### src/rtl/dpmem_arbiter_pkg.sv
// rtl/dpmem_arbiter_pkg.sv - shared widths, latency and read-tag types for the dual-port memory arbiter
package dpmem_arbiter_pkg;

  localparam int ADDR_W_DEF       = 14;
  localparam int DATA_W_DEF       = 32;
  localparam int READ_LATENCY_DEF = 2;
  localparam int ID_W             = 1;

  typedef logic [ID_W-1:0] req_id_t;

  // One stage of the in-flight read tracker.
  typedef struct packed {
    logic    valid;
    req_id_t id;
  } rd_tag_t;

  function automatic logic [15:0] sat_inc(input logic [15:0] v);
    return (v == 16'hFFFF) ? v : v + 16'd1;
  endfunction

endpackage

### src/rtl/dpmem_arbiter_rr_arb2.sv
// rtl/dpmem_arbiter_rr_arb2.sv - two-way round-robin picker; the pointer remembers the last granted id
module rr_arb2
  import dpmem_arbiter_pkg::*;
(
  input  logic       clock,
  input  logic       reset_n,
  input  logic [1:0] req,
  input  logic       advance,
  output logic       sel,
  output req_id_t    sel_id
);

  req_id_t last_id;

  always_comb begin
    sel = |req;
    if (req == 2'b11) begin
      sel_id = ~last_id;
    end else begin
      sel_id = req_id_t'(req[1]);
    end
  end

  // Reset to "last granted = 1" so requester 0 wins the first contest.
  always_ff @(posedge clock or negedge reset_n) begin
    if (!reset_n) begin
      last_id <= req_id_t'(1);
    end else if (advance) begin
      last_id <= sel_id;
    end
  end

endmodule

### src/rtl/dpmem_arbiter.sv
// rtl/dpmem_arbiter.sv - shares one write port and one read port of a dual-port bank between two requesters
module dpmem_arbiter
  import dpmem_arbiter_pkg::*;
#(
  parameter int ADDR_W       = ADDR_W_DEF,
  parameter int DATA_W       = DATA_W_DEF,
  parameter int READ_LATENCY = READ_LATENCY_DEF
) (
  input  logic              clock,
  input  logic              reset_n,
  input  logic              r0_valid,
  output logic              r0_ready,
  input  logic              r0_write,
  input  logic [ADDR_W-1:0] r0_address,
  input  logic [DATA_W-1:0] r0_wdata,
  input  logic              r1_valid,
  output logic              r1_ready,
  input  logic              r1_write,
  input  logic [ADDR_W-1:0] r1_address,
  input  logic [DATA_W-1:0] r1_wdata,
  output logic              rsp_valid,
  output logic              rsp_id,
  output logic [DATA_W-1:0] rsp_data,
  output logic              mem_write_enable,
  output logic [ADDR_W-1:0] mem_write_address,
  output logic [DATA_W-1:0] mem_write_data,
  output logic [ADDR_W-1:0] mem_read_address,
  input  logic [DATA_W-1:0] mem_read_data,
  output logic [15:0]       collisions
);

  logic [1:0]        w_req;
  logic [1:0]        r_req;
  logic              w_sel;
  logic              r_sel;
  req_id_t           w_id;
  req_id_t           r_id;
  logic [ADDR_W-1:0] w_addr;
  logic [ADDR_W-1:0] r_addr;
  logic              collide;
  logic              w_gnt;
  logic              r_gnt;
  logic              starve;

  rd_tag_t [READ_LATENCY-1:0] rd_pipe;

  assign w_req = {r1_valid & r1_write, r0_valid & r0_write};
  assign r_req = {r1_valid & ~r1_write, r0_valid & ~r0_write};

  rr_arb2 u_wr_arb (
    .clock   (clock),
    .reset_n (reset_n),
    .req     (w_req),
    .advance (w_gnt),
    .sel     (w_sel),
    .sel_id  (w_id)
  );

  rr_arb2 u_rd_arb (
    .clock   (clock),
    .reset_n (reset_n),
    .req     (r_req),
    .advance (r_gnt),
    .sel     (r_sel),
    .sel_id  (r_id)
  );

  assign w_addr = w_id[0] ? r1_address : r0_address;
  assign r_addr = r_id[0] ? r1_address : r0_address;

  // The bank cannot read and write one address in the same cycle; starve picks
  // which side yields so a held pair of requests alternates instead of locking out.
  assign collide = w_sel & r_sel & (w_addr == r_addr);
  assign w_gnt   = reset_n & w_sel & ~(collide & starve);
  assign r_gnt   = reset_n & r_sel & ~(collide & ~starve);

  assign r0_ready = (w_gnt & ~w_id[0]) | (r_gnt & ~r_id[0]);
  assign r1_ready = (w_gnt &  w_id[0]) | (r_gnt &  r_id[0]);

  assign mem_write_enable  = w_gnt;
  assign mem_write_address = w_addr;
  assign mem_write_data    = w_id[0] ? r1_wdata : r0_wdata;
  assign mem_read_address  = r_addr;

  always_ff @(posedge clock or negedge reset_n) begin
    if (!reset_n) begin
      starve     <= 1'b0;
      collisions <= '0;
      rd_pipe    <= '0;
    end else begin
      if (r_gnt) begin
        starve <= 1'b0;
      end else if (collide) begin
        starve <= 1'b1;
      end
      if (collide) begin
        collisions <= sat_inc(collisions);
      end
      rd_pipe[0] <= '{valid: r_gnt, id: r_id};
      for (int i = 1; i < READ_LATENCY; i++) begin
        rd_pipe[i] <= rd_pipe[i-1];
      end
    end
  end

  assign rsp_valid = rd_pipe[READ_LATENCY-1].valid;
  assign rsp_id    = rd_pipe[READ_LATENCY-1].id[0];
  assign rsp_data  = mem_read_data;

endmodule

### config.mk
export PLATFORM = sky130hd
export DESIGN_NAME = dpmem_arbiter
export DESIGN_NICKNAME = d
export VERILOG_FILES = /design/src/rtl/dpmem_arbiter_pkg.sv /design/src/rtl/dpmem_arbiter_rr_arb2.sv /design/src/rtl/dpmem_arbiter.sv
export SDC_FILE = /design/constraint.sdc
export NUM_CORES = 1
export LEC_CHECK = 0
export BUFFER_PORTS_ARGS = -buffer_cell sky130_fd_sc_hd__buf_2
export CAP_MARGIN = 20
export CORE_AREA = 5 5 91 93
export DETAILED_ROUTE_END_ITERATION = 8
export DIE_AREA = 0 0 96 98
export PLACE_DENSITY = 0.75
export SYNTH_ARGS = -nofsm -noshare
export SYNTH_HDL_FRONTEND = slang
export SYNTH_SLANG_ARGS = --single-unit
### constraint.sdc
create_clock -name clock -period 2.8 [get_ports clock]
set_input_delay 0.28 -clock clock [delete_from_list [all_inputs] [get_ports clock]]
set_output_delay 0.28 -clock clock [all_outputs]
set_load 0.05 [all_outputs]
* After elaboration in Yosys (flattened, before gate mapping) *
Index checks and enable logic that the tools add are counted.

storage, ports and cells
  bits in registers = 23
  input bits = 130
  output and inout bits = 113
  logic and storage cells = 52

cells by class
  add/sub/neg operators = 1
  equal/unequal tests = 4
  multiplexer cells = 7
  bitwise gates (word level) = 28
  reduce and logical (&&, ||, !) cells = 4

operators by type and width
  cell                                            count
  two-way mux 32 bit                              1
  two-way mux 14 bit                              2
  adder 16 x 1 -> 16 bit (second input constant)  1
  AND 1 bit                                       16
  == test 16 bit (second input constant)          1
  == test 14 bit                                  1
  NOT 1 bit                                       10
  == test 2 bit (second input constant)           2
  two-way mux 1 bit                               4
  OR reduction 2 bit                              2
  bitwise OR 1 bit                                2
  AND reduction 2 bit                             1
  nonzero test 2 bit                              1

* Longest topological paths before layout *
  depth in word-level cells = 12
  mapped depth = 9
  mapped depth without buffers = 8

* Modules after synthesis *
From an unflattened synthesis, not the netlist that was laid out.

unflattened totals
  cell total of the unflattened synthesis = 241
  area, all modules = 2373.5 um^2

modules (own cells, without submodules)
  module         times used  cells an instance  area an instance (um^2)  sequential area each (um^2)
  dpmem_arbiter  1           233                2255.9                   525.5
  rr_arb2        2           4                  58.8                     26.3

* Least setup slack after synthesis *
No wires, ideal clock.

  path type = register -> output
  start = register u_wr_arb.last_id
  end = output r0_ready
  arrival = 2905 ps
  required time = 2520 ps
  setup slack = -385 ps
  cell stages (with the launch flop) = 7
  buffers on the path = 1
  cell sequence = dfstp_2 a31oi_1 mux2_2 a31oi_1 buf_4 nor3_1 o31ai_1

on the way
  longest elaborated chain between the ends = 10
  elaborated cells on any way between the ends = 15
  classes of those cells = 1 x eq/ne; 2 x mux; 12 x bitwise

RTL lines
  element                       RTL line                                  source
  from (decl)                   dpmem_arbiter_rr_arb2.sv:13               req_id_t last_id;
  from (signal assigned)        dpmem_arbiter_rr_arb2.sv:27               last_id <= req_id_t'(1);
  from (signal assigned)        dpmem_arbiter_rr_arb2.sv:29               last_id <= sel_id;
  NOT 1 bit *                   dpmem_arbiter_rr_arb2.sv:18               sel_id = ~last_id;
  two-way mux 1 bit *           dpmem_arbiter_rr_arb2.sv:17               if (req == 2'b11) begin
  two-way mux 14 bit            dpmem_arbiter.sv:68                       assign w_addr = w_id[0] ? r1_address : r0_address;
  == test 14 bit                dpmem_arbiter.sv:73                       assign collide = w_sel & r_sel & (w_addr == r_addr);
  AND 1 bit                     dpmem_arbiter.sv:73
  AND 1 bit (on tied branches)  dpmem_arbiter.sv:74, dpmem_arbiter.sv:75
  NOT 1 bit (on tied branches)  dpmem_arbiter.sv:74, dpmem_arbiter.sv:75
  AND 1 bit (on tied branches)  dpmem_arbiter.sv:74, dpmem_arbiter.sv:75
  AND 1 bit                     dpmem_arbiter.sv:77                       assign r0_ready = (w_gnt & ~w_id[0]) | (r_gnt & ~r_id[0]);
  bitwise OR 1 bit *            dpmem_arbiter.sv:77
  to (decl)                     dpmem_arbiter.sv:12                       output logic r0_ready,

Every way passes the cells marked *; elsewhere a longest branch is shown, timed or not.

* Worst setup path in the final report *
  start = input r0_address[2]
  end = output r1_ready

on the way
  longest elaborated chain between the ends = 8
  elaborated cells on any way between the ends = 13
  classes of those cells = 1 x eq/ne; 2 x mux; 10 x bitwise

RTL lines
  element                                RTL line                                  source
  from (decl)                            dpmem_arbiter.sv:14                       input logic [ADDR_W-1:0] r0_address,
  two-way mux 14 bit (on tied branches)  dpmem_arbiter.sv:68, dpmem_arbiter.sv:69
  == test 14 bit *                       dpmem_arbiter.sv:73
  AND 1 bit *                            dpmem_arbiter.sv:73
  AND 1 bit (on tied branches)           dpmem_arbiter.sv:74, dpmem_arbiter.sv:75
  NOT 1 bit (on tied branches)           dpmem_arbiter.sv:74, dpmem_arbiter.sv:75
  AND 1 bit (on tied branches)           dpmem_arbiter.sv:74, dpmem_arbiter.sv:75
  AND 1 bit                              dpmem_arbiter.sv:78                       assign r1_ready = (w_gnt & w_id[0]) | (r_gnt & r_id[0]);
  bitwise OR 1 bit *                     dpmem_arbiter.sv:78
  to (decl)                              dpmem_arbiter.sv:17                       output logic r1_ready,

Marked as above.

==> out/results.ini <==
[routing]
drc=0
drt-total-wl_mm=8.846
vias=2509
first_pass_iters=4
viasPerCell=4.834
drtIter0Drc=70
wl_per_cell_um=17.04
drtAntennaViolNets=0

[pwr]
power.leakage_nw=1.717
ir_drop_mv=0.1643
power.density_nw_per_um2=486.3

[logic_synthesis]
netlist_instances=272
synth.largest_area_cell=dfrtp_1
netlist.area_leader.share_pct=22.13
synth_seq_cells=23
async_flop_share_pct=100.0
synth_edf_count=0
synth_commonest_cells=nand2_1, mux2_2, buf_4
synth-main-ff-cell=dfrtp_1
seq_area_frac_synth_pct=24.34
synth.area.top_cells=dfrtp_1, mux2_2, buf_4
yosysMostFrequentCell=nand2_1
syn-num-nets=403
synth.distinct_cells=35
synth_area_um2=2375
avgSynthCellArea_um2=8.731
ys_warn_count=0

[worst_setup_path]
cp-end-kind=primary output
r2r_start=collisions[0]
r2r-end=collisions[1]
worstPathRequired_ns=2.52
cp.arrival_ns=2.44
reg2reg_depth=6
startpoint=r0_address[2]
crit_end=r1_ready
criticalPathCategory=in2out
ff2ff_setup_slack_ns=0.60
critPathLaunchType=primary input
path_max_fanout=6

[clock_tree]
clk_latency_ns=0.26
clock_sinks=23
root_buffer=clkbuf_8
cts_buffer_depth=2
cts-htree-levels=1
clk_pin_slew_ns=0.08
cts_tree=done
numCtsBuffers=3

[grt]
overflow=0
grt_pass1_wl_mm=13.25
grt.total_usage_pct=17.76
grt_pass1_vias=2484
grt_max_degree=30
antenna_found_initial=1

[run]
drv_cap=0

[outcome]
status=complete, no violations

[floorplan]
die_x_um=96
chipHeight_um=98
start_util_pct=31.89
core_um2=7447
pin_count=243
rows=32
die-area_um2=9408

[timing]
skew_ns=0.003475
hold_viol_final=0
min_period_ns=2.722
max_freq_mhz=367.4
fin_ws_ns=0.07811
finalSetupViolations=0
worstMarginPinSlew_ns=0.4432
drv_slew=0
timing.final.crit_share_pct=97.21
slew_headroom_pct=70.14

[final_layout]
antenna_cells=0
syn2layout_area_growth_pct=36.30
drive_gt1_share_pct=60.91
fill_cells=773
seqCellArea_um2=578.1
final_cells=519
fin_util_pct=43.46
multi_input_area_um2=1514
num-nets-final=549
final_area_um2=3237

[place]
pre_cts_ws_ns=0.01580
gp_congestion=0.9334
place_area_um2=3173
dp_cells=514
hpwlAfterDp_mm=7.708
numPortBuffers=178

[hold_path]
holdCritPathClass=reg2reg

[kinds of logic (layout without fill, tap and decap cells)]
| kind of cell | count (synthesis) | in the layout | synth area share (%) |
|---|---|---|---|
| AOI/OAI and AO/OA | 18 | 18 | 5.111 |
| xor gates and xnor gates | 28 | 28 | 10.33 |
| adders and majority gates | 1 | 1 | 0.5268 |
| buffers and inverters | 50 | 195 | 13.54 |
| DFF | 23 | 23 | 24.34 |
| muxes | 46 | 46 | 21.81 |
| and+or+nand+nor | 106 | 106 | 24.34 |
[critical path, cell delays in order]
cell	delay (ns)
buf_2	0.10
nor2b_1	0.14
or4_1	0.60
nor4_4	0.36
a31oi_2	0.20
or2_1	0.29
o221a_1	0.25
buf_2	0.21
[layout make-up]
type                    count  share of cell area (%)
multi-input cells         199                   46.77
repair buffers            186                   29.45
flip-flops and latches     23                   17.86
well taps                 102                   3.943
clock buffers               4                   1.392
inverters                   5                  0.5798
[how the worst min path moves through the flow]
stage	to	depth (start not counted)	startpoint	slack, ns
final	rsp_id	0	rd_pipe[0]	0.35
after global routing	rsp_valid	0	rd_pipe[1]	0.37
after CTS	rsp_valid	0	rd_pipe[1]	0.36
after detailed placement	collisions[0]	1	reset_n	0.14
after global placement	collisions[0]	1	reset_n	0.13
after floorplan	collisions[0]	0	reset_n	-0.02
[metal layers]
layer | GRT usage (%) | share of wire, % | vias up
li1 | - | - | 1200
met1 | 21.86 | 38 | 1158
met2 | 29.90 | 50 | 139
met3 | 6.394 | 11 | 10
met4 | 2.954 | 1.1 | 2
met5 | 0 | 0.079 | -
[sequential cells by signal (all words and copies together), names as in the netlist]
name / flops
u_rd_arb.last_id: 1
rsp_valid: 1
rd_pipe: 2
collisions: 16
u_wr_arb.last_id: 1
rsp_id: 1
starve: 1
[metrics by stage]
step | hold slack [ns] | TNS [ns] | total power [mW]
2_1_floorplan | -0.01559 | 0 | 1.229
3_3_place_gp | 0.1347 | 0 | 1.372
3_5_place_dp | 0.1367 | 0 | 1.383
4_1_cts | 0.3579 | 0 | 1.589
5_1_grt | 0.3747 | -0.002425 | 1.656
6_report | 0.3550 | 0 | 1.574
[power breakdown]
group	internal [mW]	total, mW	leakage, nW	switching (mW)
clock	0.101	0.202	0.0228	0.100
combinational	0.261	0.918	1.40	0.657
sequential	0.390	0.454	0.296	0.0647
[timing repair]
action	4_1_cts	5_1_grt
setup buffers	0	0
hold buffers	1	0
hold endpoints to repair	2	0
resized for setup	0	1
endpoints found under the setup margin	0	1
[cell usage in the layout (no fill, tap or decap), types with 6 or more instances in the layout]
cell type / n
o21ai_0: 6
mux2_2: 46
xor2_1: 17
and3_1: 6
nand2_1: 53
nor3_2: 9
buf_2: 178
nor2_1: 6
buf_4: 7
dfrtp_1: 21
xnor2_1: 11
nand4_1: 9
(Power assumes the default switching activity.)
